**src/rtl/en_counter_if.sv**
```systemverilog
// Bus bundle for en_counter: count enable in, count value and status flags out.
interface en_counter_if #(
    parameter int unsigned width = 8
);
    logic             en;
    logic [width-1:0] count;
    logic             tc;
    logic             wrap;
    logic             overflow;

    // Controller side: drives the enable, observes count and status.
    modport master (output en, input count, tc, wrap, overflow);

    // Counter side: samples the enable, produces count and status.
    modport slave  (input en, output count, tc, wrap, overflow);
endinterface

```
**src/rtl/en_counter.sv**
```systemverilog
// Enable-gated binary up-counter with programmable terminal count,
// combinational terminal-count flag, one-cycle wrap pulse and sticky overflow.
module en_counter #(
    parameter int unsigned     width     = 8,
    parameter longint unsigned max_value = (64'd1 << width) - 64'd1
) (
    input  logic         clk,
    input  logic         rst,
    en_counter_if.slave  bus
);

    // Elaboration-time guard on the parameter ranges and the bus width.
    if (width < 1 || width > 32 || max_value == 64'd0 ||
        max_value > ((64'd1 << width) - 64'd1) || $bits(bus.count) != width) begin : g_bad_params
        $error("en_counter: illegal parameters width=%0d max_value=%0d", width, max_value);
    end

    localparam logic [width-1:0] max_count = width'(max_value);

    logic [width-1:0] count_q;
    logic             wrap_q;
    logic             overflow_q;

    // Count register with wrap pulse and sticky overflow; async clear on rst.
    always_ff @(posedge clk or posedge rst) begin
        if (rst) begin
            count_q    <= '0;
            wrap_q     <= 1'b0;
            overflow_q <= 1'b0;
        end else begin
            wrap_q <= 1'b0;
            if (bus.en) begin
                if (count_q == max_count) begin
                    count_q    <= '0;
                    wrap_q     <= 1'b1;
                    overflow_q <= 1'b1;
                end else begin
                    count_q <= count_q + width'(1);
                end
            end
        end
    end

    // Terminal count decodes the registered count only, independent of en.
    always_comb begin
        bus.tc = (count_q == max_count);
    end

    assign bus.count    = count_q;
    assign bus.wrap     = wrap_q;
    assign bus.overflow = overflow_q;

endmodule

```
**src/flat_wrapper.sv**
```systemverilog
// flat-port wrapper written by rule: the top's interface ports become plain ports
module en_counter_flat 
#(
    parameter int unsigned     width     = 8,
    parameter longint unsigned max_value = (64'd1 << width) - 64'd1
)
  (clk, rst, bus_en, bus_count, bus_tc, bus_wrap, bus_overflow);
  en_counter_if #(.width(width)) bus_i ();
  input  logic clk;
  input  logic rst;
  input wire logic [$bits(bus_i.en)-1:0] bus_en;
  output wire logic [$bits(bus_i.count)-1:0] bus_count;
  output wire logic [$bits(bus_i.tc)-1:0] bus_tc;
  output wire logic [$bits(bus_i.wrap)-1:0] bus_wrap;
  output wire logic [$bits(bus_i.overflow)-1:0] bus_overflow;
  assign bus_i.en = bus_en;
  assign bus_count = bus_i.count;
  assign bus_tc = bus_i.tc;
  assign bus_wrap = bus_i.wrap;
  assign bus_overflow = bus_i.overflow;
  en_counter #(.width(width), .max_value(max_value)) u_core (.clk(clk), .rst(rst), .bus(bus_i));
endmodule
```
**config.mk**
```make
export PLATFORM = sky130hd
export DESIGN_NAME = en_counter_flat
export DESIGN_NICKNAME = d
export VERILOG_FILES = /design/src/rtl/en_counter_if.sv /design/src/rtl/en_counter.sv /design/src/flat_wrapper.sv
export SDC_FILE = /design/constraint.sdc
export NUM_CORES = 1
export LEC_CHECK = 0
export CAP_MARGIN = 5
export CORE_AREA = 2 2 39 41
export CTS_BUF_LIST = sky130_fd_sc_hd__clkbuf_4 sky130_fd_sc_hd__clkbuf_8 sky130_fd_sc_hd__clkbuf_16
export DETAILED_ROUTE_END_ITERATION = 8
export DIE_AREA = 0 0 41 43
export HOLD_SLACK_MARGIN = 0.05
export PLACE_DENSITY_LB_ADDON = 0.3
export SLEW_MARGIN = 20
export SYNTH_ARGS = -nofsm -noshare
export SYNTH_HDL_FRONTEND = slang
export SYNTH_SLANG_ARGS = --single-unit
```
**constraint.sdc**
```tcl
create_clock -name clk -period 1.5 [get_ports clk]
set_input_delay 0.375 -clock clk [delete_from_list [all_inputs] [get_ports clk]]
set_output_delay 0.375 -clock clk [all_outputs]
set_load 0.05 [all_outputs]
```
==> results by group <==
Power
  • Leakage: 0.000416 uW
  • VDD IR-drop max: 0.00106 V
  • Power Density: 1960 nW/um^2

Yosys
  • Post-synth top area cell: dfrtp_1
  • Adder-cell share of the synthesized area: 2.70%
  • Top post-synthesis cells by area: dfrtp_1 (54%), xnor2_1 (5.7%), nand4_1 (4.1%)
  • Net Count, Synth: 47
  • Synth Register Bits: 10
  • Syn Area/Cell: 10.8 um^2
  • Simple-gate share of the synthesized area: 18.6%
  • Share of the synthesized area in the top cell type: 54.1%
  • Xor/xnor share of the synthesized area: 5.68%
  • Post-Syn Area: 463 um^2
  • Sequential area share after synthesis: 54.1%
  • Unique masters post-synth: 22
  • Complex-gate fraction of the synthesized area: 10.3%
  • Mux cell area share after synthesis: 4.59%
  • Main combinational cell family by area after synthesis: simple AND/OR/NAND/NOR gates
  • Cells after synthesis: 43
  • Yosys warns: 0

Route
  • Vias post-DR: 475
  • Detailed Route WL: 1.22 mm
  • Final antenna-violating net count: 0
  • DRC Markers: 0
  • Iteration-0 DRC Markers: 18
  • DRT Pass-1 Iters: 4
  • Drt wl/cell: 13.2 um
  • Vias/cell: 5.16

CTS
  • CTS tree: yes
  • Total CTS buffers: 3
  • # hold bufs at CTS: 0
  • CTS max path bufs: 2
  • Clock Root Buffer: clkbuf_4
  • Worst-path clk slew: 0.07 ns
  • Clock sink total: 10
  • H-tree levels: 1
  • Clk Latency, worst-skew pair: 0.27 ns

STA
  • Final setup vio count: 1
  • Worst Clk Skew: 0.000828 ns
  • Max-slew headroom: 74.0%
  • Tightest Pin Transition: 0.389 ns
  • Max Clk Rate: 632 MHz
  • RSZ-0062 raised after global routing: yes
  • Final count of hold timing violations: 0
  • Setup WS post-layout: -0.0815 ns
  • Fin crit share: 105%
  • Slew Viols, Final: 0
  • Final min period: 1.58 ns

Min path
  • Hold Path Class: in2async

Global routing
  • Largest net degree at the start of global routing: 11
  • Initial antenna violation count: 0
  • Number of global-route vias before repair: 444
  • Global-route wire length before repair: 2.01 mm
  • Remaining Overflow, GRT: 0
  • GRT Overall Usage: 17.4%

Floorplan
  • # IOs: 14
  • Chip width: 41 um
  • Row cnt: 14
  • Die Area: 1760 um^2
  • Initial Util: 33.5%
  • Die height: 43 um
  • Core ar.: 1380 um^2

Place
  • Global placement routability congestion: 0.853
  • Detailed Place HPWL: 764 um
  • I/O Buffers: 13
  • Placement Cell Area: 810 um^2

Critical path
  • Register-to-Register Path Depth: 5
  • Worst setup SP type: flop
  • Biggest cell delay along the critical path: 0.39 ns
  • Buf/Inv on CP: 1
  • CP cell instances: ha_4, nand3_4, nor2_4, buf_12
  • Crit end category: output port
  • CP top delay family: flip-flops
  • Crit Path Category: reg2out
  • Worst r2r src: u_core.bus.count[5]$_DFFE_PP0P_
  • Flop-to-flop setup slack: 0.11 ns
  • R2r endpoint: u_core.bus.overflow$_DFFE_PP0P_
  • WP data required: 1.12 ns
  • Worst path slowest cell: dfrtp_2
  • Arrival time at the worst endpoint: 1.21 ns
  • Crit Path Max Fanout: 2

Final layout
  • Nets: 81
  • Ant. Diodes: 0
  • Finished Core Util: 66.7%
  • Layout cells sized above 1: 60.5%
  • Design Area, Final: 923 um^2
  • Layout area overhead: 99.5%
  • Fillers: 108

Run
  • # Max-Cap Violations: 0

Status
  • Status: finished with violations
  • Failing checks: negative setup slack
## Yosys cell counts
cell type,n
dfrtp_1,10
nand2_1,4
inv_1,3
nand4_1,3
xnor2_1,3
a21oi_1,2
nand3_1,2
o31ai_1,2
and3_1,1
buf_4,1
ha_1,1
mux2_2,1
mux2i_1,1
nand2_2,1
nor2_1,1
nor3_1,1
o21ai_0,1
o221ai_1,1
o41ai_1,1
or2_2,1
or3_2,1
or4_1,1
## how the worst max path moves through the flow
| stage | cells past startpoint | slack (ns) | from | endpoint |
|---|---|---|---|---|
| finish | 4 | -0.08 | u_core.bus.count[1]$_DFFE_PP0P_ | bus_tc |
| global route | 4 | -0.1 | u_core.bus.count[0]$_DFFE_PP0P_ | bus_tc |
| CTS | 4 | -0.05 | u_core.bus.count[0]$_DFFE_PP0P_ | bus_tc |
| detailed placement | 4 | -0.18 | bus_en | u_core.bus.count[5]$_DFFE_PP0P_ |
| global placement | 4 | -0.15 | bus_en | u_core.bus.count[5]$_DFFE_PP0P_ |
| floorplan | 3 | -0.06 | u_core.bus.count[0]$_DFFE_PP0P_ | bus_tc |
## layout make-up
type / count / area, um^2 / area share [%]
multi-input combinational: 29 / 226 / 24.5
clock buffer: 4 / 36.3 / 3.93
timing repair buffer: 30 / 370 / 40.1
inverter: 3 / 11.3 / 1.22
tap: 16 / 20.0 / 2.17
sequential: 10 / 259 / 28.0
## logic make-up after synthesis
kind of cell / after synthesis
xor gates and xnor gates: 3
AOI/OAI and AO/OA: 7
buffers and inverters: 4
adders and majority gates: 1
DFF: 10
muxes: 2
and+or+nand+nor: 16
## where the power goes
| group | leakage [uW] | internal (uW) | switching, uW |
|---|---|---|---|
| Sequential | 0.000115 | 368 | 92.6 |
| Clock | 0.0000210 | 148 | 104 |
| Combinational | 0.000281 | 542 | 556 |
| Total | 0.000416 | 1060 | 752 |
## flip-flops by register name, indices dropped and copies added, names as in the netlist
signal / flops
u_core.bus.wrap: 1
u_core.bus.count: 8
u_core.bus.overflow: 1
## repair_timing
item | in CTS | in global routing
setup buffers | 7 | 3
cloned | 0 | 0
pin swaps | 3 | 3
setup endpoints to repair | 1 | 2
gates resized for setup | 0 | 1
## through the flow
step,power (uW),instances,setup slack [ns],TNS (ns),hold WS (ns)
after CTS,1800,89,-0.0519,-0.0519,0.388
after floorplan,963,43,-0.0598,-0.0644,0.215
after detailed placement,1480,78,-0.183,-0.408,0.516
final,1810,92,-0.0815,-0.0815,0.382
after global routing,1900,92,-0.0978,-0.0978,0.424
after global placement,1460,78,-0.145,-0.324,0.508
## per-layer routing
| metal | track usage (%) | vias up | routed length (um) |
|---|---|---|---|
| met5 | 0 | - | 0 |
| met4 | 12.0 | 0 | 24 |
| met3 | 3.14 | 6 | 84 |
| met2 | 23.8 | 25 | 594 |
| met1 | 23.7 | 221 | 512 |
| li1 | - | 223 | - |
## cell usage in the layout (no fill, tap or decap)
master / instances
nand2_1: 4
o221ai_1: 1
o41ai_1: 1
a21oi_1: 2
xnor2_1: 3
clkbuf_4: 3
nor3_1: 1
nand3_4: 1
buf_12: 11
mux2_2: 1
nor2_4: 1
clkbuf_8: 1
inv_1: 3
mux2i_1: 1
dlymetal6s2s_1: 1
clkdlybuf4s50_1: 1
ha_4: 1
o21ai_0: 1
or2_2: 1
or4_1: 1
nand3_1: 1
or3_2: 1
dfrtp_1: 3
buf_4: 17
nand4_1: 3
nand2_2: 1
and3_1: 1
o31ai_1: 2
dfrtp_2: 7
No activity file was read; power rests on OpenSTA's default activity.
